===== src/rtl/add8_rr_sched.sv =====
// Round-robin arbiter time-sharing one ripple-carry 8-bit adder among NREQ requesters.
// Latency: one cycle from accept to registered, ID-tagged result; one op per cycle sustained.
// Backpressure: a held result (RSP_VALID && !RSP_READY) drops every REQ_READY until consumed.
module add8_rr_sched #(
    parameter int NREQ = 4,
    parameter int IDW  = 2,
    parameter int CW   = 16
) (
    input  logic              CLK,
    input  logic              RST_N,
    input  logic [NREQ-1:0]   REQ_VALID,
    output logic [NREQ-1:0]   REQ_READY,
    input  logic [8*NREQ-1:0] REQ_A,
    input  logic [8*NREQ-1:0] REQ_B,
    output logic              RSP_VALID,
    input  logic              RSP_READY,
    output logic [8:0]        RSP_O,
    output logic [IDW-1:0]    RSP_ID,
    output logic [CW-1:0]     OP_COUNT,
    output logic              BUSY
);

    logic [IDW-1:0] ptr;
    logic           gnt_vld;
    logic [IDW-1:0] gnt_idx;
    logic [IDW:0]   scan_idx;
    logic           can_accept;
    logic           accept;
    logic [7:0]     op_a;
    logic [7:0]     op_b;
    logic [8:0]     carry;
    logic [8:0]     sum;

    assign can_accept = !RSP_VALID || RSP_READY;
    assign accept     = gnt_vld && can_accept;
    assign BUSY       = RSP_VALID || (|REQ_VALID);

    // Scan from the farthest offset down so the nearest valid requester after ptr wins.
    always_comb begin
        gnt_vld  = 1'b0;
        gnt_idx  = '0;
        scan_idx = '0;
        for (int k = NREQ - 1; k >= 0; k--) begin
            scan_idx = {1'b0, ptr} + (IDW+1)'(k);
            if (scan_idx >= (IDW+1)'(NREQ)) begin
                scan_idx = scan_idx - (IDW+1)'(NREQ);
            end
            if (REQ_VALID[scan_idx[IDW-1:0]]) begin
                gnt_vld = 1'b1;
                gnt_idx = scan_idx[IDW-1:0];
            end
        end
    end

    // Ready is forced low during reset even though the grant logic is combinational.
    always_comb begin
        REQ_READY = '0;
        if (RST_N && accept) begin
            REQ_READY[gnt_idx] = 1'b1;
        end
    end

    always_comb begin
        op_a = '0;
        op_b = '0;
        for (int i = 0; i < NREQ; i++) begin
            if (gnt_idx == IDW'(i)) begin
                op_a = REQ_A[8*i +: 8];
                op_b = REQ_B[8*i +: 8];
            end
        end
    end

    // Shared exact adder: ripple full-adder chain, no carry-in.
    assign carry[0] = 1'b0;
    for (genvar i = 0; i < 8; i++) begin : g_fa
        assign sum[i]     = op_a[i] ^ op_b[i] ^ carry[i];
        assign carry[i+1] = (op_a[i] & op_b[i]) | (carry[i] & (op_a[i] ^ op_b[i]));
    end
    assign sum[8] = carry[8];

    always_ff @(posedge CLK or negedge RST_N) begin
        if (!RST_N) begin
            ptr       <= '0;
            RSP_VALID <= 1'b0;
            RSP_O     <= '0;
            RSP_ID    <= '0;
            OP_COUNT  <= '0;
        end else if (accept) begin
            RSP_VALID <= 1'b1;
            RSP_O     <= sum;
            RSP_ID    <= gnt_idx;
            ptr       <= (gnt_idx == IDW'(NREQ - 1)) ? '0 : gnt_idx + 1'b1;
            if (OP_COUNT != '1) begin
                OP_COUNT <= OP_COUNT + 1'b1;
            end
        end else if (RSP_READY) begin
            RSP_VALID <= 1'b0;
        end
    end

endmodule

===== config.mk =====
export PLATFORM = sky130hd
export DESIGN_NAME = add8_rr_sched
export DESIGN_NICKNAME = d
export VERILOG_FILES = /design/src/rtl/add8_rr_sched.sv
export SDC_FILE = /design/constraint.sdc
export NUM_CORES = 1
export LEC_CHECK = 0
export ABC_AREA = 1
export CORE_MARGIN = 2
export CORE_UTILIZATION = 30
export CTS_BUF_LIST = sky130_fd_sc_hd__clkbuf_4 sky130_fd_sc_hd__clkbuf_8
export DETAILED_ROUTE_END_ITERATION = 16
export DONT_BUFFER_PORTS = 1
export SLEW_MARGIN = 20
export SYNTH_ARGS = -nofsm -noshare
export SYNTH_HDL_FRONTEND = slang
export SYNTH_SLANG_ARGS = --single-unit

===== constraint.sdc =====
create_clock -name CLK -period 6.8 [get_ports CLK]
set_clock_uncertainty 0.15 [all_clocks]
set_input_delay 1.36 -clock CLK [delete_from_list [all_inputs] [get_ports CLK]]
set_output_delay 1.36 -clock CLK [all_outputs]
set_load 0.005 [all_outputs]

======== Yosys cells after proc, flatten, opt, wreduce, memory -nomap -nowiden ========
Cells that the tools add are included.
word-level totals
  logic and storage cells ................. 109
  output and inout port bits .............. 33
  register bits ........................... 30
  input port bits ......................... 71
operators by class
  muxes and demuxes ....................... 34
  eq/ne operators ......................... 4
  bitwise operators ....................... 37
  magnitude comparators ................... 10
  add/sub/neg operators ................... 9
  reductions and logical operators ........ 10
operator list
  operator               number
  $mux 8                 8
  $mux 2                 9
  $add 16x1->16 const B  1
  $ne 16x16->1 const B   1
  $and 1x1->1            15
  $lt 2x3->1 const B     5
  $xor 1x1->1            15
  $mux 1                 11
  $ge 3x3->1 const B     3
  $bmux 1 s2             4
  $sub 2x1->2 const B    4
  $or 1x1->1             7
  $add 2x2->3 const B    2
  $eq 2x2->1 const B     2
  $mux 4                 1
  $reduce_or 4->1        1
  $add 2x1->3 const B    1
  $ge 2x3->1 const B     1
  $logic_and 1x1->1      3
  $add 2x1->2 const B    1
  $demux 1 s2            1
  $eq 2x1->1 const B     1
  $ge 2x1->1 const B     1
  $logic_not 2->1        1
  other kinds (4)        5

======== Longest topological paths before layout ========
  word-level depth ........................ 29
  mapped depth ............................ 30
  mapped depth without buffers ............ 30

======== Worst setup path before layout ========
No wires, ideal clock.
  path kind ............................... input to register
  start ................................... in REQ_VALID[3]
  end ..................................... reg RSP_O[7]
  arrival time ............................ 6.161 ns
  setup time .............................. 0.117 ns
  buffers on the path ..................... 2
  setup slack ............................. 0.372 ns
  stages .................................. 26
  required time ........................... 6.533 ns
  cell sequence ........................... inv_1 o21ai_0 nand2_1 nand3_1 nand2_1 nand2_1 nand2_1 ha_1 buf_2 nor2_1 buf_2 a22oi_1 o21ai_0 o21ai_0 fa_1 fa_1 fa_1 fa_1 inv_1 fa_1 inv_1 fa_1 inv_1 fa_1 nand2_1 nand2_1
between the ends
  longest elaborated chain between the ends .. 25
  elaborated cells on any way between the ends .. 56
  classes of those cells .................. eq/ne (3); mux (24); bitwise (27); reduce/logical (2)
ends and longest elaborated chain
  item                                               line  text
  from (decl)                                        11    input logic [NREQ-1:0] REQ_VALID,
  $bmux 1 s2                                         48    if (REQ_VALID[scan_idx[IDW-1:0]]) begin
  $mux 1 (implied by the code)                       48
  $mux 2 (3 in a row)                                48
  $mux 2 (*)                                         48
  net gnt_idx[0]                                     25    logic [IDW-1:0] gnt_idx;
  $logic_not 2->1                                    67    if (gnt_idx == IDW'(i)) begin
  $mux 8 (4 in a row)                                67
  $and 1x1->1 / $xor 1x1->1 (equally long branches)  78    assign carry[i+1] = (op_a[i] & op_b[i]) | (carry[i] & (op_a[i] ^ op_b[i]));
  [... 6 more ...]                                   --
  $and 1x1->1                                        78
  $or 1x1->1                                         78
  $and 1x1->1                                        78
  $or 1x1->1                                         78
  $and 1x1->1                                        78
  $or 1x1->1                                         78
  $xor 1x1->1 (*)                                    77    assign sum[i] = op_a[i] ^ op_b[i] ^ carry[i];
  net sum[7]                                         32    logic [8:0] sum;
  to (signal assigned)                               91    RSP_O <= sum;
  to (decl)                                          17    output logic [8:0] RSP_O,
The timed path passes the listed nets; every way through them passes the cells marked *. The select of a mux whose other input is x is not followed.
A chain may end at the register's enable or synchronous reset.

======== Worst setup path after layout ========
Ends and elaborated chain as after synthesis.

==> results.json <==
{
  "hp-start": "RSP_O[3]",
  "drt-initial-drc-count": 66,
  "num_vias": 2113,
  "synth-seq-cells": 30,
  "hp-class": "flop to flop",
  "die-area_um2": 8550,
  "startpoint_type": "input pin",
  "period_share": 0.938,
  "port_buffers": 0,
  "clock_sinks": 30,
  "overflow": 0,
  "path_class": "input pin to flop",
  "core_area_um2": 7650,
  "die_h_um": 92.5,
  "layout.nets": 404,
  "yosys.area.top_type_share": 0.320,
  "ys_warn_count": 0,
  "drive_gt1_frac": 0.0810,
  "power_density_nw_per_um2": 699,
  "report.final.hold_viol_count": 0,
  "ir_drop_v": 0.000546,
  "critPathArrivalTime_ns": 6.40,
  "io_pins": 104,
  "synth_edf_count": 0,
  "synthTopCellsByArea": "dfrtp_1, nand2_1, o21ai_0, fa_1, a21oi_1",
  "initial_core_util": 0.307,
  "cap_violations": 0,
  "drtPass1Iterations": 4,
  "finalSetupViolations": 0,
  "postCtsSetupRepairBufs": 0,
  "insertion_delay_ns": 0.28,
  "critical_path.max_fanout": 5,
  "post-dp-hpwl_um": 4700,
  "relSlewSlack": 0.615,
  "std_cell_rows": 32,
  "p_total_mw": 1.78,
  "status": "finished, final reports clean",
  "grt_pass1_wl_um": 9520,
  "syn_inst": 322,
  "fin_tns_setup_ns": 0,
  "vias_per_cell": 5.00,
  "grt_max_degree": 32,
  "clock_path_buffers": 2,
  "cts_hold_buf": 0,
  "yosysUniqueCellTypes": 25,
  "clk_pin_slew_worst_paths_ns": 0.07,
  "drt_wl_total_um": 5900,
  "rsz0062_at_grt": "no",
  "wl_per_cell_um": 13.9,
  "timing.hold.ws_ns": 0.380,
  "cts_resized": 0,
  "h-tree-depth": 2,
  "cts_tree": "yes",
  "ys.flop_type": "dfrtp_1",
  "worst_pin_slew_ns": 0.576,
  "reg2reg_from": "ptr[0]",
  "syn-num-nets": 406,
  "critical_path.max_stage_delay_ns": 0.46,
  "r2r_slack_ns": 0.98,
  "drv_slew": 0,
  "fin_crit_ns": 6.38,
  "synth_top_area_cell": "dfrtp_1",
  "syn2layout_area_growth_pct": 8.68,
  "drc": 0,
  "syn_area_per_cell_um2": 7.29,
  "cts_buffers": 5,
  "r2r_end": "RSP_O[7]",
  "hold_depth": 2,
  "utilization": 0.334,
  "async_reset_ff_frac": 1.00,
  "diodes": 0,
  "yosysSeqAreaShare": 0.320,
  "cp_data_required_time_ns": 6.82,
  "clock.fmax_mhz": 157,
  "min_to": "RSP_O[3]",
  "p_leak_nw": 1.18,
  "antenna_left": 0,
  "routabilityCongestion": 0.817,
  "rr_worst_depth": 28,
  "fp.dieW_um": 92.5,
  "grt_pass1_vias": 2055,
  "antenna_found_initial": 0,
  "grt_usage": 0.140,
  "root_buffer": "clkbuf_8",
  "critPathCaptureType": "flop",
  "synth_area_um2": 2350,
  "cp_slowest_cell": "fa_1"
}
-- metal layers --
metal  GRT usage  wire, µm  vias up
met1       0.161      2460      975
met4      0.0410        44        0
met3      0.0431       487        5
met2       0.248      2910       88
li1            -         -     1045
met5           0         0        -
-- flip-flops by register name, summed over array words and instances (netlist names) --
signal	flops
OP_COUNT	16
RSP_ID	2
RSP_O	9
ptr	2
RSP_VALID	1
-- metrics by stage --
stage	setup slack [ns]	cell area, µm²	std cells
2_1_floorplan	0.372	2350	322
5_1_grt	0.0535	2550	423
3_3_place_gp	0.244	2440	415
4_1_cts	0.410	2550	423
3_5_place_dp	0.106	2440	415
6_report	0.420	2550	423
-- cell families after synthesis --
kind of cell | Yosys count | synth area share
AOI/OAI and AO/OA | 75 | 0.178
xor gates and xnor gates | 15 | 0.0559
adders and majority gates | 13 | 0.0916
buffers and inverters | 42 | 0.0783
DFF | 30 | 0.320
and+or+nand+nor | 147 | 0.276
-- cell usage after synthesis, types with 2 or more instances --
cell / instances
xor2_1: 7
buf_2: 5
nand2_4: 2
clkbuf_1: 8
dfrtp_1: 30
inv_1: 26
nand4_1: 3
buf_6: 2
nor2_1: 18
nand3_1: 14
a22oi_1: 13
nor3_1: 3
fa_1: 7
ha_1: 6
nor2_4: 2
nand2_1: 101
xnor2_1: 8
o21ai_0: 37
o21ai_2: 3
a21oi_1: 22
-- layout make-up --
type	count	area, µm²
fill	810	5090
sequential	30	751
clock buffer	5	68.8
tap	102	128
inverter	27	106
clock inverter	3	40.0
multi-input combinational	250	1410
timing repair buffer	6	45.0
-- cell usage in the layout (no fill, tap or decap), types with 5 or more instances in the layout --
cell / synthesis / layout
fa_1: 7 / 7
nand3_1: 14 / 14
a21oi_1: 22 / 22
clkbuf_8: 0 / 5
o21ai_0: 37 / 37
xor2_1: 7 / 7
nand2_1: 101 / 101
nor2_1: 18 / 18
buf_4: 0 / 6
dfrtp_1: 30 / 30
inv_1: 26 / 26
ha_1: 6 / 6
a22oi_1: 13 / 13
xnor2_1: 8 / 8
-- report_power, final --
| group | switching [mW] | total [mW] | leakage (nW) | internal (mW) |
|---|---|---|---|---|
| clock | 0.0701 | 0.178 | 0.0579 | 0.108 |
| combinational | 0.760 | 1.27 | 0.744 | 0.505 |
| sequential | 0.0840 | 0.342 | 0.381 | 0.258 |
-- worst max-delay path: cells and delay by family --
family          cells  cell delay [ns]
compound gates      4             0.59
fa+ha+maj           9             3.04
buf+inv             7             0.47
simple gates        9             0.93
-- how the worst max path moves through the flow --
stage	start	endpoint	slack (ns)	cells after the start
detailed placement	REQ_VALID[3]	RSP_O[7]	0.11	29
floorplan	REQ_VALID[3]	RSP_O[7]	0.37	26
finish	REQ_VALID[3]	RSP_O[7]	0.42	29
global route	REQ_VALID[3]	RSP_O[7]	0.05	29
global placement	REQ_VALID[3]	RSP_O[7]	0.24	29
CTS	REQ_VALID[3]	RSP_O[7]	0.41	29
No activity file was read; power rests on OpenSTA's default activity.
